$ cat src/rtl/seq_pkg.sv
// Shared types and constants for the program sequencer and its next-PC helper.
package seq_pkg;

  localparam int unsigned ADDR_W            = 8;
  localparam int unsigned DATA_W            = 8;
  localparam int unsigned MEM_DEPTH_DEFAULT = 66;

  typedef enum logic [2:0] {
    ST_IDLE   = 3'd0,
    ST_FETCH  = 3'd1,
    ST_EXEC   = 3'd2,
    ST_HALTED = 3'd3,
    ST_LOAD   = 3'd4
  } seq_state_e;

  // True when addr names a real program word.
  function automatic logic addr_in_range(input logic [ADDR_W-1:0] addr,
                                         input int unsigned        depth);
    return ({{(32-ADDR_W){1'b0}}, addr} < depth);
  endfunction

endpackage

$ cat src/rtl/pc_next.sv
// Next program counter for EXEC: wrap-around increment, jump select and jump-range check.
module pc_next
  import seq_pkg::*;
#(
  parameter int unsigned MEM_DEPTH = MEM_DEPTH_DEFAULT
) (
  input  logic [ADDR_W-1:0] pc_i,
  input  logic              halt_i,
  input  logic              jump_en_i,
  input  logic [ADDR_W-1:0] jump_addr_i,
  output logic [ADDR_W-1:0] next_pc_o,
  output logic              jump_fault_o
);

  localparam logic [ADDR_W-1:0] LAST_PC = ADDR_W'(MEM_DEPTH - 1);

  logic [ADDR_W-1:0] pc_inc;
  logic              jump_bad;

  // Wrap is an exact compare against the last word, not a power-of-two modulo.
  always_comb begin
    pc_inc   = (pc_i == LAST_PC) ? '0 : pc_i + ADDR_W'(1);
    jump_bad = !addr_in_range(jump_addr_i, MEM_DEPTH);
  end

  // Halt outranks jump; a bad jump leaves the PC where it is.
  always_comb begin
    next_pc_o = pc_inc;
    if (!halt_i && jump_en_i) begin
      next_pc_o = jump_bad ? pc_i : jump_addr_i;
    end
  end

  assign jump_fault_o = jump_bad;

endmodule

$ cat src/rtl/program_sequencer.sv
// Program-memory sequencer: owns the PC, runs the FETCH/EXEC loop and
// arbitrates loader writes while the core is idle or halted.
//
// state   | meaning
// IDLE    | after reset, waiting for start or a load
// FETCH   | mem_addr = pc, memory latches on the next negedge
// EXEC    | code word valid, halt/jump applied
// HALTED  | stopped by halt or bad jump, waiting for start or a load
// LOAD    | one-cycle loader write, then back to IDLE/HALTED
module program_sequencer
  import seq_pkg::*;
#(
  parameter int unsigned MEM_DEPTH = MEM_DEPTH_DEFAULT,
  parameter int unsigned RESET_PC  = 0
) (
  input  logic              clock_i,
  input  logic              reset_n_i,
  input  logic              start_i,
  input  logic              halt_i,
  input  logic              jump_en_i,
  input  logic [ADDR_W-1:0] jump_addr_i,
  input  logic              load_req_i,
  input  logic [ADDR_W-1:0] load_addr_i,
  input  logic [DATA_W-1:0] load_data_i,
  output logic              load_ack_o,
  output logic              load_err_o,
  output logic [ADDR_W-1:0] mem_addr_o,
  output logic              mem_we_o,
  output logic [DATA_W-1:0] mem_wdata_o,
  output logic [ADDR_W-1:0] pc_o,
  output logic              fetch_valid_o,
  output logic              running_o,
  output logic              fault_o
);

  localparam logic [ADDR_W-1:0] RESET_PC_A = ADDR_W'(RESET_PC);

  seq_state_e        state_q, state_d;
  seq_state_e        origin_q, origin_d;
  logic [ADDR_W-1:0] pc_q, pc_d;
  logic              fault_q, fault_d;
  logic [ADDR_W-1:0] ld_addr_q, ld_addr_d;
  logic [DATA_W-1:0] ld_data_q, ld_data_d;
  logic              ld_err_q, ld_err_d;

  logic [ADDR_W-1:0] exec_next_pc;
  logic              exec_jump_fault;
  logic              is_parked;

  pc_next #(
    .MEM_DEPTH (MEM_DEPTH)
  ) u_pc_next (
    .pc_i         (pc_q),
    .halt_i       (halt_i),
    .jump_en_i    (jump_en_i),
    .jump_addr_i  (jump_addr_i),
    .next_pc_o    (exec_next_pc),
    .jump_fault_o (exec_jump_fault)
  );

  assign is_parked = (state_q == ST_IDLE) || (state_q == ST_HALTED);

  always_ff @(posedge clock_i or negedge reset_n_i) begin
    if (!reset_n_i) begin
      state_q <= ST_IDLE;
    end else begin
      state_q <= state_d;
    end
  end

  always_ff @(posedge clock_i or negedge reset_n_i) begin
    if (!reset_n_i) begin
      origin_q  <= ST_IDLE;
      pc_q      <= RESET_PC_A;
      fault_q   <= 1'b0;
      ld_addr_q <= '0;
      ld_data_q <= '0;
      ld_err_q  <= 1'b0;
    end else begin
      origin_q  <= origin_d;
      pc_q      <= pc_d;
      fault_q   <= fault_d;
      ld_addr_q <= ld_addr_d;
      ld_data_q <= ld_data_d;
      ld_err_q  <= ld_err_d;
    end
  end

  // Next state plus datapath updates; the load request is captured on
  // acceptance so the LOAD cycle drives memory from registers only.
  always_comb begin
    state_d   = state_q;
    origin_d  = origin_q;
    pc_d      = pc_q;
    fault_d   = fault_q;
    ld_addr_d = ld_addr_q;
    ld_data_d = ld_data_q;
    ld_err_d  = ld_err_q;
    unique case (state_q)
      ST_IDLE, ST_HALTED: begin
        if (load_req_i) begin
          state_d   = ST_LOAD;
          origin_d  = state_q;
          ld_addr_d = load_addr_i;
          ld_data_d = load_data_i;
          ld_err_d  = !addr_in_range(load_addr_i, MEM_DEPTH);
        end else if (start_i) begin
          state_d = ST_FETCH;
          fault_d = 1'b0;
        end
      end
      ST_FETCH: begin
        state_d = ST_EXEC;
      end
      ST_EXEC: begin
        pc_d = exec_next_pc;
        if (halt_i) begin
          state_d = ST_HALTED;
        end else if (jump_en_i && exec_jump_fault) begin
          state_d = ST_HALTED;
          fault_d = 1'b1;
        end else begin
          state_d = ST_FETCH;
        end
      end
      ST_LOAD: begin
        state_d = origin_q;
      end
      default: begin
        state_d = ST_IDLE;
      end
    endcase
  end

  always_comb begin
    load_ack_o    = 1'b0;
    load_err_o    = 1'b0;
    mem_we_o      = 1'b0;
    mem_addr_o    = pc_q;
    mem_wdata_o   = '0;
    fetch_valid_o = 1'b0;
    running_o     = 1'b0;
    unique case (state_q)
      ST_FETCH: begin
        running_o = 1'b1;
      end
      ST_EXEC: begin
        running_o     = 1'b1;
        fetch_valid_o = 1'b1;
      end
      ST_LOAD: begin
        load_ack_o = 1'b1;
        load_err_o = ld_err_q;
        if (!ld_err_q) begin
          mem_we_o    = 1'b1;
          mem_addr_o  = ld_addr_q;
          mem_wdata_o = ld_data_q;
        end
      end
      default: ;
    endcase
  end

  assign pc_o    = pc_q;
  assign fault_o = fault_q;

endmodule
$ cat config.mk
export PLATFORM = sky130hd
export DESIGN_NAME = program_sequencer
export DESIGN_NICKNAME = d
export VERILOG_FILES = /design/src/rtl/seq_pkg.sv /design/src/rtl/pc_next.sv /design/src/rtl/program_sequencer.sv
export SDC_FILE = /design/constraint.sdc
export NUM_CORES = 1
export LEC_CHECK = 0
export CAP_MARGIN = 15
export CORE_MARGIN = 2
export CORE_UTILIZATION = 45
export DETAILED_ROUTE_END_ITERATION = 10
export GPL_TIMING_DRIVEN = 0
export HOLD_SLACK_MARGIN = 0.06
export PLACE_DENSITY = 0.8
export SLEW_MARGIN = 20
export SYNTH_ARGS = -nofsm -noshare
export SYNTH_HDL_FRONTEND = slang
export SYNTH_SLANG_ARGS = --single-unit
$ cat constraint.sdc
create_clock -name clock_i -period 2.3 [get_ports clock_i]
set_input_delay 0.46 -clock clock_i [delete_from_list [all_inputs] [get_ports clock_i]]
set_output_delay 0.46 -clock clock_i [all_outputs]
set_load 0.01 [all_outputs]
# Word level (Yosys, flattened, before mapping)
# Index checks and enable logic that the tools add are counted.
[totals]
register_bits = 32
input_bits = 30
out_inout_bits = 30
elab_cells = 56
[op_classes]
add_sub_neg = 1
n_lt_le_gt_ge = 2
n_eq_ne = 11
n_mux = 23
reduce_logical = 12
[ops]
columns = ["operator", "count"]
rows = [
  ["2-to-1 mux 8 bit", 7],
  ["< comparator 8 x 7 -> 1 bit (second input constant)", 2],
  ["one-hot mux 3 bit (4 select lines)", 1],
  ["2-to-1 mux 1 bit", 10],
  ["adder 8 x 1 -> 8 bit (second input constant)", 1],
  ["equality test 8 x 7 -> 1 bit (second input constant)", 1],
  ["!= test 2 bit (second input constant)", 4],
  ["equality test 3 x 2 -> 1 bit (second input constant)", 2],
  ["2-to-1 mux 3 bit", 2],
  ["AND reduction 5 bit", 1],
  ["2-to-1 mux 2 bit", 2],
  ["AND reduction 2 bit", 2],
  ["OR reduction 2 bit", 2],
  ["equality test 3 x 1 -> 1 bit (second input constant)", 1],
  ["equality test 3 bit (second input constant)", 1],
  ["logical NOT 1 bit", 3],
  ["logical NOT 3 bit", 1],
  ["!= test 3 bit (second input constant)", 1],
  ["logical AND 1 bit", 2],
  ["!= test 2 x 1 -> 1 bit (second input constant)", 1],
  ["one-hot mux 1 bit (2 select lines)", 1],
  ["nonzero test 2 bit", 1],
]

# Longest topological paths before layout
[depth]
depth_word = 6
mapped_depth = 8
ltp_nobuf = 7

# Hierarchy
# From an unflattened synthesis, not the netlist that was laid out.
[hier_totals]
cells_unflattened = 173
hier_area_um2 = 2062.0
[by_module_without_submodules]
columns = ["module", "instances", "cells_each", "area_per_inst_um2", "seq_area_each_um2"]
rows = [
  ["program_sequencer", 1, 120, 1646.6, 800.8],
  ["pc_next", 1, 53, 415.4, 0.0],
]

# Least setup slack after synthesis
# Ideal clock, no wire load.
[synth_path]
kind = "register -> output"
startpoint = "reg state_q[0]"
endpoint = "out mem_addr_o[0]"
arrival_time_ps = 1524
required_time_ps = 1840
path_slack_ps = 316
path_stages_with_launch = 7
path_buffers = 2
cell_sequence = "dfrtp_1 -> buf_2 -> nor2_1 -> and2_1 -> nor2b_1 -> buf_4 -> mux2_2"
[synth_between]
elab_chain_len = 2
[synth_lines]
columns = ["item", "line_no", "source"]
rows = [
  ["start: declaration", "program_sequencer.sv:38", "seq_state_e state_q, state_d;"],
  ["start signal: assignment", "program_sequencer.sv:67", "state_q <= state_d;"],
  ["equality test 3 bit", "program_sequencer.sv:143", "unique case (state_q)"],
  ["2-to-1 mux 8 bit", "program_sequencer.sv:143", ""],
  ["end: declaration", "program_sequencer.sv:27", "output logic [ADDR_W-1:0] mem_addr_o,"],
]
# No other way between the ends.

# Worst setup path after layout
[layout_path]
startpoint = "reg state_q[1]"
endpoint = "out mem_addr_o[7]"
# Same word-level chain as after synthesis.

==> flow_summary.ini <==
[status]
status = completed

[timing]
hold_violations = 0
finalSetupViolCount = 0
fin_hold_ws_ns = 0.4786
max_slew.worst_pin.slew_ns = 0.6161
fmax_mhz = 449.2
slew_violations = 0
timing.final.crit_share_pct = 96.80
rsz0062_at_grt = no
relSlewSlack_pct = 58.48
period_needed_ns = 2.226
fin_skew_ns = 0.002592

[floorplan]
die_area_sq_mm = 0.004345
die_x_um = 65.92
initial_core_util_pct = 47.13
die_height_um = 65.92
coreArea_sq_mm = 0.003661
ioPinCount = 60
num_rows = 22

[global_routing]
grt_max_degree = 32
grt_antenna_before_repair = 0
grt_pass1_wl_mm = 6.651
grt.total_usage_pct = 20.29
grt_pass1_vias = 1551
grt_overflow = 0

[clock_tree]
clk_pin_slew_ns = 0.06
htreeDepth = 2
root_buffer = clkbuf_8
cts_buffers = 5
clk_path_buf_depth = 2
cts.sinks = 32
cts_tree = built
clk_latency_ns = 0.28

[final_layout]
multi_input_area_sq_um = 908.4
seq_area_sq_um = 803.3
fillerInstances = 280
final_area_sq_mm = 0.002592
nets = 273
synthToLayoutAreaGrowth_pct = 50.25
drive_gt1_share_pct = 28.10
n_antenna_cell = 0
stdcell_count = 290

[hold_path]
hold_path_depth = 2
hp-class = flop to flop

[critical_path]
crit_path_start_kind = flop
cp-end-kind = output port
required_ns = 1.84
cp_max_fo = 7
crit_arrival_ns = 1.77
path_class = flop to output port
ff2ff_path_depth = 6

[synthesis]
synthCells = 165
synth_top_area_share_pct = 46.41
yosysTopAreaCell = dfrtp_1
ys.warnings.count = 0
netlist_top_cells_area = dfrtp_1, mux2_2, and2_1, nand2_1, o21ai_0
ys_types = 37
avgSynthCellArea_sq_um = 10.46
synth-seq-cells = 32
synth_area_sq_mm = 0.001725
seq_area_frac_synth_pct = 46.41
synth_fp_nets = 197

[placed_design]
post-place-cells = 273
dpl-instance-area_sq_mm = 0.002391
routabilityCongestion = 0.8647
io_buffers = 59
dp_hpwl_mm = 2.872

[routing]
drt_pass1_iterations = 4
ant_nets = 0
vias = 1547
via_per_inst = 5.334
drt-initial-drc-count = 55
avgRoutedWirePerCell_um = 13.63
finalWirelength_mm = 3.953
route.detailed.drc = 0

[power]
pwr-share-clk_pct = 16.7
p_int_w = 0.002069
vdd_drop_max_uv = 644.9
finalPower_w = 0.003138
comb_power_share_pct = 49.3
p_sw_share_pct = 34.05
power.switching_w = 0.001068
sequentialPowerShare_pct = 34.0
powerDensity_mw_per_mm2 = 1210
leakage_nw = 1.148

[run]
max_cap_viol_count = 0
==> per-stage QoR <==
| step | setup slack (ns) | util, % | TNS (ns) |
|---|---|---|---|
| final | 0.07363 | 70.81 | 0 |
| after floorplan | 0.3162 | - | 0 |
| after global placement | -0.2662 | 64.90 | -3.361 |
| after CTS | 0.006239 | 69.58 | 0 |
| after detailed placement | -0.2883 | 65.31 | -3.731 |
| after global routing | 0.0002763 | 70.81 | 0 |
==> repair_timing <==
action                                  4_1_cts  5_1_grt
gates resized for setup                      42       25
cloned                                        0        0
endpoints found under the hold margin         1        0
hold buffers                                  1        0
setup buffers                                 9        0
pin swaps                                     1        1
endpoints found under the setup margin       18       16
==> sequential cells by signal, indices dropped and copies added, names as in the netlist <==
| name | cells |
|---|---|
| pc_o | 8 |
| ld_err_q | 1 |
| state_q | 3 |
| fault_o | 1 |
| origin_q | 3 |
| ld_addr_q | 8 |
| ld_data_q | 8 |
==> power by group through the flow <==
stage,registers [W],clock network [W],logic [W]
final,0.00107,0.000525,0.00155
after global routing,0.00112,0.000572,0.00169
after CTS,0.00106,0.000544,0.00147
after detailed placement,0.00107,0,0.00146
after global placement,0.00105,0,0.00143
after floorplan,0.00104,0,0.000843
==> layout make-up <==
| cell class | count | share of cell area, % |
|---|---|---|
| timing repair buffer | 70 | 25.53 |
| inverter | 4 | 0.5791 |
| clock buffer | 6 | 2.799 |
| multi-input combinational | 123 | 35.04 |
| clock inverter | 2 | 1.351 |
| buffer | 5 | 1.400 |
| sequential | 32 | 30.98 |
| tap | 48 | 2.317 |
==> placed cells by master, fill, tap and decap left out, types with 3 or more instances in the layout <==
master,instances
dlygate4sd2_1,5
clkdlybuf4s15_1,3
and2_1,12
a21oi_1,5
nand2_1,20
o31ai_1,4
clkdlybuf4s50_1,40
o21ai_0,13
mux2_2,19
and3_1,3
clkbuf_8,5
dfrtp_1,30
clkbuf_2,4
mux2_4,5
buf_6,7
nand3_1,4
nor2_1,7
inv_1,4
buf_4,10
buf_2,4
==> routing by layer <==
metal	vias to the layer above	global-route usage, %	share of wire [%]
li1	739	-	-
met4	0	6.250	1.1
met1	752	23.63	44
met3	5	7.666	7.6
met2	51	34.47	47
met5	-	0	0
==> worst paths after layout <==
check                                 to        from  slack [ns]
min in group asynchronous   ld_addr_q[7]   reset_n_i        0.50
max                        mem_addr_o[7]  state_q[1]        0.07
max reg2reg                      pc_o[1]  state_q[0]        0.47
max in group asynchronous     state_q[1]   reset_n_i        1.43
min                              fault_o     fault_o        0.48
min reg2reg                      fault_o     fault_o        0.48
==> kinds of logic (layout without fill, tap and decap cells) <==
kind of cell	Yosys count	count (layout)	synth area share [%]
adders and majority gates	2	2	1.450
xor gates and xnor gates	1	1	0.5077
DFF	32	32	46.41
and+or+nand+nor	61	61	18.93
buffers and inverters	10	87	3.045
muxes	24	24	15.66
AOI/OAI and AO/OA	35	35	14.00
==> Yosys cell counts <==
cell       instances
dfrtp_1           32
mux2_2            24
nand2_1           20
and2_1            13
o21ai_0           13
nor2_1             8
a21oi_1            5
inv_1              4
nand3_1            4
o31ai_1            4
and3_1             3
buf_2              3
buf_4              3
nor2b_1            3
a22o_1             2
ha_1               2
nor3_1             2
a211oi_1           1
a21oi_2            1
a22oi_1            1
a31oi_1            1
a32oi_1            1
and2_4             1
and4_1             1
nand2b_1           1
nand3b_1           1
nand4bb_1          1
nor3b_1            1
o211ai_2           1
o21a_1             1
o2bb2ai_1          1
o311ai_1           1
o41a_1             1
o41ai_2            1
or3b_4             1
or4_4              1
xnor2_1            1
==> critical path: stages (launching register included) <==
cell     delay [ns]
dfrtp_2        0.43
nor2_4         0.11
and2_4         0.15
nor2b_4        0.14
buf_6          0.13
buf_4          0.11
mux2_4         0.29
buf_6          0.12
Note: power is estimated with default switching activity, not from simulation.
